File: src/rtl/music_pkg.sv
// Shared definitions for the music-box playback path (memory stage and note player).
package music_pkg;

    // Player FSM states
    typedef enum logic [2:0] {
        StIdle = 3'd0,
        StReq  = 3'd1,
        StWait = 3'd2,
        StTone = 3'd3,
        StGap  = 3'd4
    } state_e;

    // Duration field encodings (beats minus one)
    localparam logic [1:0] DUR_1B = 2'b00;
    localparam logic [1:0] DUR_2B = 2'b01;
    localparam logic [1:0] DUR_3B = 2'b10;
    localparam logic [1:0] DUR_4B = 2'b11;

    // A zero half-period marks the end of the song
    localparam int unsigned NOTE_EMPTY = 0;

    localparam int unsigned CLK_HZ = 100_000_000;

    // Half-periods in clk cycles at CLK_HZ, C4 through C5
    localparam int unsigned C4 = 191_113;
    localparam int unsigned D4 = 170_262;
    localparam int unsigned E4 = 151_686;
    localparam int unsigned F4 = 143_172;
    localparam int unsigned G4 = 127_551;
    localparam int unsigned A4 = 113_636;
    localparam int unsigned B4 = 101_239;
    localparam int unsigned C5 = 95_556;

endpackage

File: src/rtl/tone_divider.sv
// Square-wave generator: toggles its output every `period` enabled cycles.
module tone_divider
    import music_pkg::*;
#(
    parameter int unsigned NOTE_W = 20
) (
    input  logic              clk,
    input  logic              rst_n,
    input  logic              en,
    input  logic              clr,
    input  logic [NOTE_W-1:0] period,
    output logic              wave
);

    logic [NOTE_W-1:0] half_cnt_q, half_cnt_d;
    logic              wave_q, wave_d;

    // Next state: clr restarts the wave high so every note begins on a rising edge
    always_comb begin
        half_cnt_d = half_cnt_q;
        wave_d     = wave_q;
        if (clr) begin
            half_cnt_d = '0;
            wave_d     = 1'b1;
        end else if (en) begin
            if (half_cnt_q == period - NOTE_W'(1)) begin
                half_cnt_d = '0;
                wave_d     = ~wave_q;
            end else begin
                half_cnt_d = half_cnt_q + NOTE_W'(1);
            end
        end
    end

    // Half-period counter and toggle flop
    always_ff @(posedge clk or negedge rst_n) begin
        if (!rst_n) begin
            half_cnt_q <= '0;
            wave_q     <= 1'b0;
        end else begin
            half_cnt_q <= half_cnt_d;
            wave_q     <= wave_d;
        end
    end

    assign wave = wave_q;

endmodule

File: src/rtl/note_player.sv
// Steps through {note, duration} entries from the memory stage and plays each as a square wave.
module note_player
    import music_pkg::*;
#(
    parameter int unsigned NOTE_W      = 20,
    parameter int unsigned COUNT_W     = 27,
    parameter int unsigned BEAT_CYCLES = 25_000_000,
    parameter int unsigned GAP_CYCLES  = 2_500_000,
    parameter int unsigned LOAD_WAIT   = 2
) (
    input  logic              clk,
    input  logic              rst_n,
    input  logic              start,
    input  logic              stop,
    input  logic [NOTE_W-1:0] note,
    input  logic [1:0]        duration,
    output logic              playSound,
    output logic              audioOut,
    output logic              busy,
    output logic              songDone
);

    if (64'(BEAT_CYCLES) * 64'd4 >= (64'd1 << COUNT_W)) begin : g_len_overflow
        $error("note_player: 4*BEAT_CYCLES does not fit in COUNT_W bits");
    end
    if (GAP_CYCLES >= BEAT_CYCLES) begin : g_gap_too_long
        $error("note_player: GAP_CYCLES must be smaller than BEAT_CYCLES");
    end
    if (LOAD_WAIT == 0) begin : g_no_load_wait
        $error("note_player: LOAD_WAIT must be at least 1");
    end

    localparam logic [COUNT_W-1:0] BeatLen  = COUNT_W'(BEAT_CYCLES);
    localparam logic [COUNT_W-1:0] GapLen   = COUNT_W'(GAP_CYCLES);
    localparam logic [COUNT_W-1:0] GapLast  = COUNT_W'(GAP_CYCLES - 1);
    localparam logic [COUNT_W-1:0] WaitLast = COUNT_W'(LOAD_WAIT - 1);

    state_e             state_q, state_d;
    logic [COUNT_W-1:0] cnt_q, cnt_d;
    logic [NOTE_W-1:0]  note_q, note_d;
    logic [1:0]         dur_q, dur_d;
    logic               play_q, play_d;
    logic               busy_q, busy_d;
    logic               clr;
    logic               song_done;
    logic               wave;
    logic [COUNT_W-1:0] tone_last;

    // Audible part of the note; the articulation gap is carved out of the last beat
    assign tone_last = (COUNT_W'(dur_q) + COUNT_W'(1)) * BeatLen - GapLen - COUNT_W'(1);

    // Next-state logic: stop beats start beats the normal sequence, in every state
    always_comb begin
        state_d   = state_q;
        cnt_d     = cnt_q;
        note_d    = note_q;
        dur_d     = dur_q;
        clr       = 1'b0;
        song_done = 1'b0;
        if (stop) begin
            state_d = StIdle;
            cnt_d   = '0;
            clr     = 1'b1;
        end else if (start) begin
            state_d = StReq;
            cnt_d   = '0;
            clr     = 1'b1;
        end else begin
            unique case (state_q)
                StIdle: begin
                end
                StReq: begin
                    state_d = StWait;
                    cnt_d   = '0;
                end
                StWait: begin
                    if (cnt_q == WaitLast) begin
                        note_d = note;
                        dur_d  = duration;
                        cnt_d  = '0;
                        if (note == NOTE_W'(NOTE_EMPTY)) begin
                            song_done = 1'b1;
                            state_d   = StIdle;
                        end else begin
                            state_d = StTone;
                            clr     = 1'b1;
                        end
                    end else begin
                        cnt_d = cnt_q + COUNT_W'(1);
                    end
                end
                StTone: begin
                    if (cnt_q == tone_last) begin
                        cnt_d   = '0;
                        state_d = (GAP_CYCLES == 0) ? StReq : StGap;
                    end else begin
                        cnt_d = cnt_q + COUNT_W'(1);
                    end
                end
                StGap: begin
                    if (cnt_q == GapLast) begin
                        cnt_d   = '0;
                        state_d = StReq;
                    end else begin
                        cnt_d = cnt_q + COUNT_W'(1);
                    end
                end
                default: begin
                    state_d = StIdle;
                    cnt_d   = '0;
                end
            endcase
        end
        play_d = (state_d == StReq);
        busy_d = (state_d != StIdle);
    end

    // FSM state, length counter, latched note and registered strobes
    always_ff @(posedge clk or negedge rst_n) begin
        if (!rst_n) begin
            state_q <= StIdle;
            cnt_q   <= '0;
            note_q  <= '0;
            dur_q   <= '0;
            play_q  <= 1'b0;
            busy_q  <= 1'b0;
        end else begin
            state_q <= state_d;
            cnt_q   <= cnt_d;
            note_q  <= note_d;
            dur_q   <= dur_d;
            play_q  <= play_d;
            busy_q  <= busy_d;
        end
    end

    tone_divider #(
        .NOTE_W (NOTE_W)
    ) u_tone_divider (
        .clk    (clk),
        .rst_n  (rst_n),
        .en     (state_q == StTone),
        .clr    (clr),
        .period (note_q),
        .wave   (wave)
    );

    assign playSound = play_q;
    assign busy      = busy_q;
    // songDone must coincide with the sampling cycle, so it is decoded rather than registered
    assign songDone  = song_done;
    assign audioOut  = wave & (state_q == StTone);

endmodule

File: config.mk
export PLATFORM = sky130hd
export DESIGN_NAME = note_player
export DESIGN_NICKNAME = d
export VERILOG_FILES = /design/src/rtl/music_pkg.sv /design/src/rtl/tone_divider.sv /design/src/rtl/note_player.sv
export SDC_FILE = /design/constraint.sdc
export NUM_CORES = 1
export LEC_CHECK = 0
export CAP_MARGIN = 30
export CORE_MARGIN = 2
export CORE_UTILIZATION = 38
export DETAILED_ROUTE_END_ITERATION = 16
export SYNTH_ARGS = -nofsm -noshare
export SYNTH_HDL_FRONTEND = slang
export SYNTH_SLANG_ARGS = --single-unit
File: constraint.sdc
create_clock -name clk -period 6.6 [get_ports clk]
set_clock_uncertainty 0.2 [all_clocks]
set_input_delay 1.98 -clock clk [delete_from_list [all_inputs] [get_ports clk]]
set_output_delay 1.98 -clock clk [all_outputs]
set_load 0.02 [all_outputs]
Word level (Yosys, flattened, before mapping):

Index checks and enable logic that the tools add are counted.

* multipliers: 1
* multiplexer cells: 29
* bitwise gates (word level): 4
* reductions and logical operators: 7
* add/sub/neg operators: 6
* equality and inequality tests: 10

Operator list (number)
* $mux 27: 5
* $pmux 27 s4: 1
* $mux 20: 3
* $add 27x1->27 const B: 1
* $eq 27x1->1 const B: 1
* $eq 27x22->1 const B: 1
* $eq 27x27->1: 1
* $sub 27x1->27 const B: 1
* $sub 27x22->27 const B: 1
* $mul 3x19->21 const B: 1
* $add 20x1->20 const B: 1
* $eq 20x20->1: 1
* $logic_not 20->1: 1
* $sub 20x1->20 const B: 1
* $mux 3: 5
* $pmux 3 s5: 1
* $mux 1: 13
* $eq 3x1->1 const B: 2
* $eq 3x2->1 const B: 2
* $reduce_and 4->1: 1
* $reduce_bool 2->1: 2
* $add 2x1->3 const B: 1
* $eq 3x3->1 const B: 1
* $logic_not 3->1: 1
* other kinds (6): 8

* word-level logic and storage cells: 65
* input port bits: 26
* register bits: 75
* output and inout bits: 4

Logic depth before layout (Yosys ltp):

* depth after elaboration: 10
* mapped depth: 14
* depth with buffers taken out: 12

Modules after synthesis:

Synthesis repeated with hierarchy kept, for this count alone.

* cell total of the unflattened synthesis: 585
* area total of the unflattened synthesis: 5228.8 um^2

By module, submodules not included
* note_player: seq. area each 1351.3 um^2, cells each 377, area an instance 3449.6 um^2, times used 1
* tone_divider: seq. area each 525.5 um^2, cells each 208, area an instance 1779.2 um^2, times used 1

Worst setup path after synthesis:

No wires, ideal clock.

* kind: input to output
* start point: in stop
* end point: out songDone
* path slack: 1.432 ns
* data required time: 4.420 ns
* data arrival time: 2.988 ns
* stages: 4
* buffers on the path: 1
* cell sequence: nor2_1 -> nand4_1 -> clkbuf_1 -> nor2_1

* cells in the longest elaborated chain, start to end: 1

Ends and longest elaborated chain
* start: declaration: RTL line note_player.sv:14 `input logic stop,`
* $mux 1: RTL line note_player.sv:60 `if (stop) begin`
* end: declaration: RTL line note_player.sv:20 `output logic songDone`

No other way between the ends.

Worst setup path after layout:

* start point: in note[0]
* end point: out songDone

* cells in the longest elaborated chain, start to end: 6

Ends and longest elaborated chain
* start: declaration: RTL line note_player.sv:15 `input logic [NOTE_W-1:0] note,`
* $logic_not 20->1: RTL line note_player.sv:81 `if (note == NOTE_W'(NOTE_EMPTY)) begin`
* $mux 1: RTL line note_player.sv:81
* $mux 1: RTL line note_player.sv:77 `if (cnt_q == WaitLast) begin`
* $mux 1: RTL line note_player.sv:69 `unique case (state_q)`
* $mux 1: RTL line note_player.sv:64 `end else if (start) begin`
* $mux 1: RTL line note_player.sv:60

No other way between the ends.

==> flow_metrics.py <==
metrics = {
    "outcome": {
        "status": "finished, final reports clean",
    },
    "yosys": {
        "synth_flop_cell": "dfrtp_1",
        "syn_area_sq_um": 5330,
        "synthTopCellsByCount": "dfrtp_1 (75), nand2_1 (55), nand3_1 (36)",
        "syn_avg_cell_area_sq_um": 8.95,
        "synthesis.nets": 638,
        "synthDistinctLibCells": 69,
        "ys_seq_elements": 75,
        "async_reset_ff_share_pct": 100,
        "synth_top_area_share_pct": 35.2,
        "ys_seq_area_share_pct": 35.2,
        "synth_edf_count": 0,
        "synthCells": 595,
        "synth_area_leaders": "dfrtp_1 (35%), mux2_2 (4.9%), nand2_1 (3.9%), ha_1 (3.8%), a31oi_1 (3.6%)",
        "synth.most_common_cell": "dfrtp_1",
        "synth_top_area_cell": "dfrtp_1",
        "yosysWarnings": 0,
    },
    "floorplan": {
        "fp.dieH_um": 122,
        "row_count": 43,
        "fp.coreArea_sq_um": 13800,
        "start_util_pct": 38.7,
        "chipWidth_um": 122,
        "fp.dieArea_sq_um": 15000,
        "ios": 30,
    },
    "power_and_ir_drop": {
        "irDropWorstVdd_mv": 0.125,
        "p_int_uw": 878,
        "p_sw_uw": 260,
        "p_comb_share_pct": 8.6,
        "p_seq_share_pct": 41.1,
        "pwr-share-clk_pct": 50.2,
        "power.density_nw_per_um2": 187,
        "switching_share_pct": 22.9,
        "power_leakage_nw": 2.50,
    },
    "worst_setup_path": {
        "path_class": "input port to primary output",
        "start_kind": "input port",
        "cp.arrival_ps": 3960,
        "cp_slowest_cell": "clkdlybuf4s50_1",
        "path_max_fanout": 3,
        "cp_data_required_time_ps": 4420,
        "max_stage_delay_ps": 630,
        "cp-end-kind": "primary output",
        "cp_common_cell": "clkdlybuf4s50_1",
        "path_cells": "clkdlybuf4s50_1, nor4_1, nand3_1, nor2_1, clkdlybuf4s50_1",
    },
    "placement": {
        "placed_cells": 774,
        "gp_congestion": 0.870,
        "portBuffers": 29,
        "dpl.hpwl_um": 9750,
    },
    "sta": {
        "worst_pin_slew_ps": 1100,
        "min_period_ps": 6140,
        "timing.fmax_mhz": 163,
        "period_share_pct": 93.0,
        "fin_worst_hold_slack_ps": 342,
        "finalHoldViolCount": 0,
        "fin_tns_setup_ps": 0,
        "maxSlewViolCount": 0,
        "setup_viol": 0,
        "rsz0062_at_grt": "no",
        "slew_headroom_pct": 26.8,
    },
    "cells_and_area": {
        "nFillCells": 1332,
        "antenna_cells": 0,
        "syn2layout_area_growth_pct": 14.3,
        "finalNetCount": 648,
        "drive_gt1_share_pct": 11.5,
        "regArea_sq_um": 1880,
        "instances_no_fill": 790,
        "multiInputGateArea_sq_um": 3220,
    },
    "clock_network": {
        "ctsResizeCount": 0,
        "h-tree-depth": 3,
        "cts_tree": "done",
        "cts_hold_buf": 0,
        "cts_made_buffers": 9,
        "cts_setup_buffers": 0,
        "path_clk_slew_ps": 60,
        "cts-root-buf": "clkbuf_16",
        "cts_max_path_buffers": 2,
        "cts_num_sinks": 75,
        "clock_latency_ps": 340,
    },
    "grt": {
        "grt_pass1_vias": 4541,
        "antenna_found_initial": 0,
        "overflow": 0,
        "grt.total_usage_pct": 19.4,
        "grt_pass1_wl_um": 23100,
        "grt_max_degree": 69,
    },
    "detailed_routing": {
        "wirelength_um": 13600,
        "wl_per_cell_um": 17.2,
        "drt_iter0_drc": 389,
        "remaining_drc_errors": 0,
        "drt.antenna.violating_nets": 0,
        "via_per_inst": 5.94,
        "drt_first_pass_iters": 5,
        "vias": 4696,
    },
    "worst_hold_path": {
        "hp-class": "register to register",
    },
    "run": {
        "drv_cap": 0,
    },
}
[cell usage in the layout (no fill, tap or decap), types with 4 or more instances in the layout]
master,netlist,final
and3_1,16,16
a22o_1,4,4
nor3_1,10,10
nand2b_1,7,7
clkbuf_16,0,9
ha_1,16,16
o21ai_0,17,17
xor2_1,13,13
o21ai_1,7,7
a21o_1,5,5
mux2_2,23,23
a31oi_1,31,31
inv_1,20,20
a21oi_1,25,25
and4_1,6,6
nor2_1,32,32
nand3_1,36,36
clkdlybuf4s50_1,0,28
buf_4,0,6
o311ai_2,4,4
nor4_2,3,4
or3_1,9,9
nor2b_1,8,8
nand4_1,19,19
xnor2_1,21,21
o311ai_0,4,4
dfrtp_1,75,75
mux2i_1,12,12
nor4_1,15,14
or4_1,4,4
o22ai_1,4,4
nand2_1,55,55
[power by group through the flow]
stage / clock [mW] / sequential (mW) / combinational, mW
after CTS: 0.583 / 0.468 / 0.0986
after floorplan: 0 / 0.476 / 0.0545
after detailed placement: 0 / 0.477 / 0.0980
after global placement: 0 / 0.477 / 0.0932
after global routing: 0.601 / 0.469 / 0.109
final: 0.571 / 0.468 / 0.0981
[kinds of logic (layout without fill, tap and decap cells)]
family / after synthesis / in the layout / share of synthesized area [%]
and+or+nand+nor: 246 / 246 / 25.9
DFF: 75 / 75 / 35.2
other: 1 / 1 / 0.0704
AOI/OAI and AO/OA: 131 / 131 / 17.3
xor gates and xnor gates: 34 / 34 / 5.59
adders and majority gates: 17 / 17 / 4.13
buffers and inverters: 56 / 71 / 4.67
muxes: 35 / 35 / 7.12
[path summary, 6_finish.rpt]
check / to / cells past startpoint / slack [ps] / startpoint
worst max-delay path: songDone / 5 / 460 / note[0]
worst min-delay path: note_q[19] / 1 / 340 / note_q[19]
worst max register to register: cnt_q[16] / 12 / 1840 / dur_q[0]
worst min register to register: note_q[19] / 1 / 340 / note_q[19]
max in group asynchronous: note_q[15] / 2 / 4370 / rst_n
min in group asynchronous: dur_q[1] / 1 / 1270 / rst_n
[flip-flops by register name (all words and copies together) (netlist names)]
register                   flops
u_tone_divider.half_cnt_q     20
note_q                        20
u_tone_divider.wave            1
playSound                      1
dur_q                          2
state_q                        3
cnt_q                         27
busy                           1
[metal layers]
metal	vias up	global-route usage (%)	routed length (um)
li1	2245	-	-
met1	2307	27.4	6600
met2	129	29.8	6190
met3	15	3.16	564
met4	0	7.40	218
met5	-	0	0
[critical path, delay by kind of cell]
kind	cells	cell delay, ps
buffers and inverters	2	1090
AND/OR/NAND/NOR	3	880
[layout make-up]
| cell class | count | share of cell area, % |
|---|---|---|
| sequential | 75 | 30.8 |
| clock buffer | 10 | 3.76 |
| tap | 180 | 3.70 |
| multi-input combinational | 464 | 52.8 |
| inverter | 20 | 1.23 |
| timing repair buffer | 35 | 5.79 |
| clock inverter | 6 | 1.87 |
[per-stage QoR]
| step | cell area (sq um) | power [mW] | worst slack [ps] | utilization (%) |
|---|---|---|---|---|
| 2_1_floorplan | 5330 | 0.530 | 1430 | - |
| 3_3_place_gp | 5720 | 0.570 | 466 | 41.5 |
| 3_5_place_dp | 5750 | 0.575 | 476 | 41.7 |
| 4_1_cts | 6090 | 1.15 | 466 | 44.2 |
| 5_1_grt | 6090 | 1.18 | 356 | 44.2 |
| 6_report | 6090 | 1.14 | 462 | 44.2 |
Power figures use the tool's default switching activity.
